**src/rtl/song_tutor_pkg.sv**
```systemverilog
// song_tutor_pkg: note codes, LED patterns, note-to-LED map and FSM state encoding.
package song_tutor_pkg;
   localparam logic [3:0] NOTE_NONE = 4'd0;
   localparam logic [3:0] NOTE_C4   = 4'd1;
   localparam logic [3:0] NOTE_D    = 4'd2;
   localparam logic [3:0] NOTE_E    = 4'd3;
   localparam logic [3:0] NOTE_F    = 4'd4;
   localparam logic [3:0] NOTE_G    = 4'd5;
   localparam logic [3:0] NOTE_A    = 4'd6;
   localparam logic [3:0] NOTE_B    = 4'd7;
   localparam logic [3:0] NOTE_C5   = 4'd8;

   localparam logic [7:0] LED_OFF = 8'h00;
   localparam logic [7:0] LED_C4  = 8'h01;
   localparam logic [7:0] LED_D   = 8'h02;
   localparam logic [7:0] LED_E   = 8'h04;
   localparam logic [7:0] LED_F   = 8'h08;
   localparam logic [7:0] LED_G   = 8'h10;
   localparam logic [7:0] LED_A   = 8'h20;
   localparam logic [7:0] LED_B   = 8'h40;
   localparam logic [7:0] LED_C5  = 8'h80;
   localparam logic [7:0] LED_ALL = 8'hFF;

   typedef enum logic [2:0] {
      ST_IDLE,
      ST_WAIT_PRESS,
      ST_WAIT_RELEASE,
      ST_WAIT_WRONG_RELEASE,
      ST_DONE
   } state_e;

   function automatic logic [7:0] note_led(input logic [3:0] n);
      case (n)
         NOTE_C4: return LED_C4;
         NOTE_D:  return LED_D;
         NOTE_E:  return LED_E;
         NOTE_F:  return LED_F;
         NOTE_G:  return LED_G;
         NOTE_A:  return LED_A;
         NOTE_B:  return LED_B;
         NOTE_C5: return LED_C5;
         default: return LED_OFF;
      endcase
   endfunction
endpackage

```
**src/rtl/song_tutor_mem.sv**
```systemverilog
// song_mem: song note storage, synchronous write and asynchronous read; not touched by reset.
module song_mem
   import song_tutor_pkg::*;
#(
   parameter int NOTE_W  = 4,
   parameter int MAX_LEN = 64,
   parameter int ADDR_W  = $clog2(MAX_LEN)
) (
   input  logic              clk_i,
   input  logic              wr_en_i,
   input  logic [ADDR_W-1:0] wr_addr_i,
   input  logic [NOTE_W-1:0] wr_note_i,
   input  logic [ADDR_W-1:0] rd_addr_i,
   output logic [NOTE_W-1:0] rd_note_o
);
   logic [NOTE_W-1:0] mem_q [MAX_LEN];

   // Addresses past the array (non power-of-two depth) are dropped on write and read as none
   always_ff @(posedge clk_i)
      if (wr_en_i && 32'(wr_addr_i) < MAX_LEN) mem_q[wr_addr_i] <= wr_note_i;

   assign rd_note_o = (32'(rd_addr_i) < MAX_LEN) ? mem_q[rd_addr_i] : NOTE_W'(NOTE_NONE);
endmodule

```
**src/rtl/song_tutor.sv**
```systemverilog
// song_tutor: guides a player through a stored song, tracking position, mistakes and idle hints.
module song_tutor
   import song_tutor_pkg::*;
#(
   parameter int NOTE_W  = 4,
   parameter int MAX_LEN = 64,
   parameter int TIMEOUT = 50_000_000,
   parameter int ERR_W   = 8,
   parameter int ADDR_W  = $clog2(MAX_LEN)
) (
   input  logic              CLK,
   input  logic              RESET_N,
   input  logic              START,
   input  logic              STRICT,
   input  logic [NOTE_W-1:0] note,
   input  logic              wr_en,
   input  logic [ADDR_W-1:0] wr_addr,
   input  logic [NOTE_W-1:0] wr_note,
   input  logic [ADDR_W:0]   song_len,
   output logic [7:0]        Led,
   output logic [ADDR_W-1:0] pos,
   output logic [ERR_W-1:0]  err_count,
   output logic              hint,
   output logic              done
);
   localparam int CNT_W = $clog2(TIMEOUT + 2);

   state_e            state_q;
   logic [ADDR_W-1:0] pos_q;
   logic [ADDR_W:0]   len_q;
   logic [ERR_W-1:0]  err_q;
   logic [CNT_W-1:0]  idle_q;
   logic              done_q;
   logic [7:0]        led_q;
   logic [NOTE_W-1:0] rd_note;
   logic              last;

   song_mem #(.NOTE_W(NOTE_W), .MAX_LEN(MAX_LEN), .ADDR_W(ADDR_W)) u_mem (
      .clk_i    (CLK),
      .wr_en_i  (wr_en),
      .wr_addr_i(wr_addr),
      .wr_note_i(wr_note),
      .rd_addr_i(pos_q),
      .rd_note_o(rd_note)
   );

   assign last = {1'b0, pos_q} == len_q - 1'b1;

   always_ff @(posedge CLK or negedge RESET_N)
      if (!RESET_N) begin
         state_q <= ST_IDLE;
         pos_q   <= '0;
         len_q   <= '0;
         err_q   <= '0;
         idle_q  <= '0;
         done_q  <= 1'b0;
         led_q   <= LED_OFF;
      end else begin
         // LED follows the registered state/position with one cycle of latency
         led_q  <= state_q == ST_IDLE ? LED_OFF : state_q == ST_DONE ? LED_ALL : note_led(4'(rd_note));
         idle_q <= '0;
         if (START) begin
            len_q   <= song_len;
            pos_q   <= '0;
            err_q   <= '0;
            done_q  <= song_len == '0;
            state_q <= song_len == '0 ? ST_DONE : ST_WAIT_PRESS;
         end else begin
            case (state_q)
               ST_WAIT_PRESS:
                  if (note == '0) begin
                     idle_q <= idle_q == CNT_W'(TIMEOUT) ? idle_q : idle_q + 1'b1;
                  end else if (note == rd_note) begin
                     state_q <= ST_WAIT_RELEASE;
                  end else begin
                     state_q <= ST_WAIT_WRONG_RELEASE;
                     err_q   <= &err_q ? err_q : err_q + 1'b1;
                     pos_q   <= STRICT ? '0 : pos_q;
                  end
               ST_WAIT_RELEASE:
                  if (note == '0) begin
                     state_q <= last ? ST_DONE : ST_WAIT_PRESS;
                     done_q  <= last;
                     pos_q   <= last ? pos_q : pos_q + 1'b1;
                  end
               ST_WAIT_WRONG_RELEASE:
                  if (note == '0) state_q <= ST_WAIT_PRESS;
               default: ;
            endcase
         end
      end

   assign Led       = led_q;
   assign pos       = pos_q;
   assign err_count = err_q;
   assign done      = done_q;
   assign hint      = state_q == ST_WAIT_PRESS && idle_q >= CNT_W'(TIMEOUT);
endmodule

```
**config.mk**
```make
export PLATFORM = sky130hd
export DESIGN_NAME = song_tutor
export DESIGN_NICKNAME = d
export VERILOG_FILES = /design/src/rtl/song_tutor_pkg.sv /design/src/rtl/song_tutor_mem.sv /design/src/rtl/song_tutor.sv
export SDC_FILE = /design/constraint.sdc
export NUM_CORES = 1
export LEC_CHECK = 0
export CORE_UTILIZATION = 60
export DETAILED_ROUTE_END_ITERATION = 7
export PLACE_DENSITY = 0.86
export SLEW_MARGIN = 20
export SYNTH_ARGS = -nofsm -noshare
export SYNTH_HDL_FRONTEND = slang
export SYNTH_SLANG_ARGS = --single-unit
```
**constraint.sdc**
```tcl
create_clock -name CLK -period 4.05 [get_ports CLK]
set_input_delay 0.6075 -clock CLK [delete_from_list [all_inputs] [get_ports CLK]]
set_output_delay 0.6075 -clock CLK [all_outputs]
set_load 0.02 [all_outputs]
```
==> summary.md <==
| Metric | Value |
|---|---|
| Yosys reg bits | 315 |
| Max stage delay on crit path | 660 ps |
| Initial antenna violation count | 0 |
| Clk_skew | 11.78 ps |
| R2r endpoint | pos[1] |
| WL per Instance | 24.60 µm |
| Clock buffer depth | 3 |
| Setup TNS | 0 ps |
| Layout area overhead | 12.38% |
| Syn avg cell area | 15.47 µm² |
| Status | finished, final reports clean |
| Setup CP Type | reg2reg |
| Vias | 8209 |
| Crit path max-delay family | compound AO/OA/AOI/OAI gates |
| Placer Congestion | 0.8736 |
| Count of final max-slew check failures | 0 |
| Detailed Place HPWL | 19.22 mm |
| Number of enable flip-flop cells after synthesis | 256 |
| Final setup vio count | 0 |
| Headroom to the max-slew limit | 27.64% |
| Min Tclk post-route | 3669 ps |
| RR Startpoint | pos[1] |
| RSZ-0062 raised after global routing | no |
| Vias in the first global route | 8143 |
| Post-Syn Instances | 870 |
| Ys async rst share | 18.73% |
| Syn Nets | 901 |
| Post-layout util | 69.07% |
| Startpoint Class | flop |
| Nets | 962 |
| Max Fclk | 0.2726 GHz |
| Chip width | 151.8 µm |
| Htree depth | 1 |
| Cell variety after synth | 65 |
| Overall routed net length | 30.33 mm |
| Pwr/cell area | 425.0 nW/µm² |
| Most frequent cells in the layout | edfxtp_1 (256), nor2_1 (113), dfrtp_1 (57), clkdlybuf4s50_1 (44), mux2i_1 (41) |
| Clk root buf | clkbuf_16 |
| GRT overflow | 0 |
| Max rail drop VDD | 0.3174 mV |
| CP Buf/Inv Count | 0 |
| WP data required | 4510 ps |
| Crit. End Element | flop |
| Site Rows | 54 |
| Setup Buffers After CTS | 0 |
| Register area share after synthesis | 68.10% |
| CTS resizes | 0 |
| Number of diodes | 0 |
| Max Cap Violations | 0 |
| Leak pwr | 4.936 nW |
| CTS tree | yes |
| Top FF cell, synth | edfxtp_1 |
| Largest net degree at the start of global routing | 65 |
| Clock sink count | 315 |
| GRT Util Overall | 27.22% |
| Layout cell share with drive strength beyond 1 | 13.54% |
| Commonest non-fill, non-tap cell in the layout | edfxtp_1 |
| First-pass GRT wire length | 45.97 mm |
| DRC | 0 |
| Initial Utilization | 61.47% |
| Clock Latency Late Sink | 550 ps |
| I/O Buffers | 49 |
| CTS clk-pin slew, worst paths | 60 ps |
| Routed Antenna Nets | 0 |
| Crit Path Max Fanout | 27 |
| Total number of yosys warnings | 0 |
| Hold Path Class | in2async |
| Initial DRC count | 716 |
| Worst Tran Pin Value | 1085 ps |
| Fin. Hold Viols | 0 |
| Die Height | 151.8 µm |
| Core footprint | 21890 µm² |
| Slowest cell on crit path | dfrtp_2 |
| Vias/cell | 6.658 |
| Clock buffer count from CTS | 30 |
| Netlist Area Pre-Place | 13460 µm² |
| IO Count | 50 |
| Post-CTS Hold Fix Bufs | 0 |
| R2R depth | 9 |
| Initial DRT Pass Iterations | 5 |
| Worst-path cell chain | nand3b_1, o221ai_1, a21oi_1, a211oi_1, o21ai_1, a21oi_4, nand3_4, o31ai_4, mux2i_1 |
| Reg2Reg Setup Slack | 380 ps |
| Total die area | 23030 µm² |
| WP data arrival | 4130 ps |
| Crit share post-route | 90.58% |
[area by class of cell]
class / instances / area (µm²)
Sequential cell: 315 / 9169
Fill cell: 1397 / 6770
Multi-Input combinational cell: 504 / 4018
Clock buffer: 35 / 790.8
Timing Repair Buffer: 66 / 603.1
Tap cell: 280 / 350.3
Clock inverter: 19 / 137.6
Inverter: 14 / 52.55
[where the power goes]
| part | switching, W | leakage [nW] | total, W | internal (W) |
|---|---|---|---|---|
| clock | 0.00117 | 0.443 | 0.00263 | 0.00146 |
| combinational | 0.000157 | 1.39 | 0.000239 | 0.0000821 |
| sequential | 0.0000233 | 3.10 | 0.00356 | 0.00354 |
[worst max path at each step]
stage	startpoint	endpoint	slack (ps)	cells after the start
after CTS	idle_q[0]	hint	400	7
after detailed placement	pos[0]	pos[1]	460	10
after global routing	idle_q[0]	hint	200	7
after global placement	pos[0]	err_count[6]	560	10
final	pos[1]	pos[1]	380	9
after floorplan	pos[0]	err_count[6]	960	11
[cells in the mapped netlist (10+ instances only)]
library cell / n / area share, %
a22oi_1: 10 / 0.56
a21oi_1: 22 / 0.82
xnor2_1: 12 / 0.78
o21ai_0: 19 / 0.71
xor2_1: 19 / 1.2
mux2i_1: 41 / 3.1
nor2b_1: 12 / 0.56
dfrtp_1: 59 / 11
and3_1: 13 / 0.60
nor2_1: 113 / 3.2
edfxtp_1: 256 / 57
o221ai_1: 14 / 0.91
mux4_2: 37 / 6.2
nand3_1: 19 / 0.71
clkbuf_1: 22 / 0.61
inv_1: 14 / 0.39
nand2_1: 40 / 1.1
[flip-flops by register name, summed over array words and instances (netlist names)]
signal and flops:
Led 8, done 1, err_count 8, idle_q 26
len_q 7, pos 6, state_q 3, u_mem.mem_q 256
[layer usage]
metal  GRT usage (%)  vias up  routed length (µm)
met3           5.389       88                2814
met2           45.91      501               15050
met5               0        -                   0
met1           35.82     4106               11470
li1                -     3514                   -
met4           8.366        0                 993
[through the flow]
stage | power [W] | cell area [µm²] | setup slack (ps) | hold slack [ps] | std cells
2_1_floorplan | 0.003737 | 13460 | 958.6 | 311.9 | 870
3_5_place_dp | 0.003860 | 14180 | 459.7 | 476.2 | 1179
4_1_cts | 0.006437 | 15100 | 396.1 | 253.8 | 1233
5_1_grt | 0.006583 | 15120 | 198.4 | 100.4 | 1233
3_3_place_gp | 0.003851 | 14180 | 561.5 | 461.1 | 1179
6_report | 0.006427 | 15120 | 381.4 | 61.45 | 1233
[logic make-up (layout without fill, tap and decap cells)]
| kind of cell | Yosys count | in the layout | synth area share, % |
|---|---|---|---|
| AOI/OAI and AO/OA | 126 | 126 | 7.021 |
| xor gates and xnor gates | 33 | 33 | 2.260 |
| adders and majority gates | 5 | 5 | 0.4649 |
| buffers and inverters | 51 | 134 | 2.083 |
| DFF | 315 | 315 | 68.10 |
| muxes | 91 | 91 | 11.11 |
| and+or+nand+nor | 249 | 249 | 8.955 |
No activity file was read; power rests on OpenSTA's default activity.
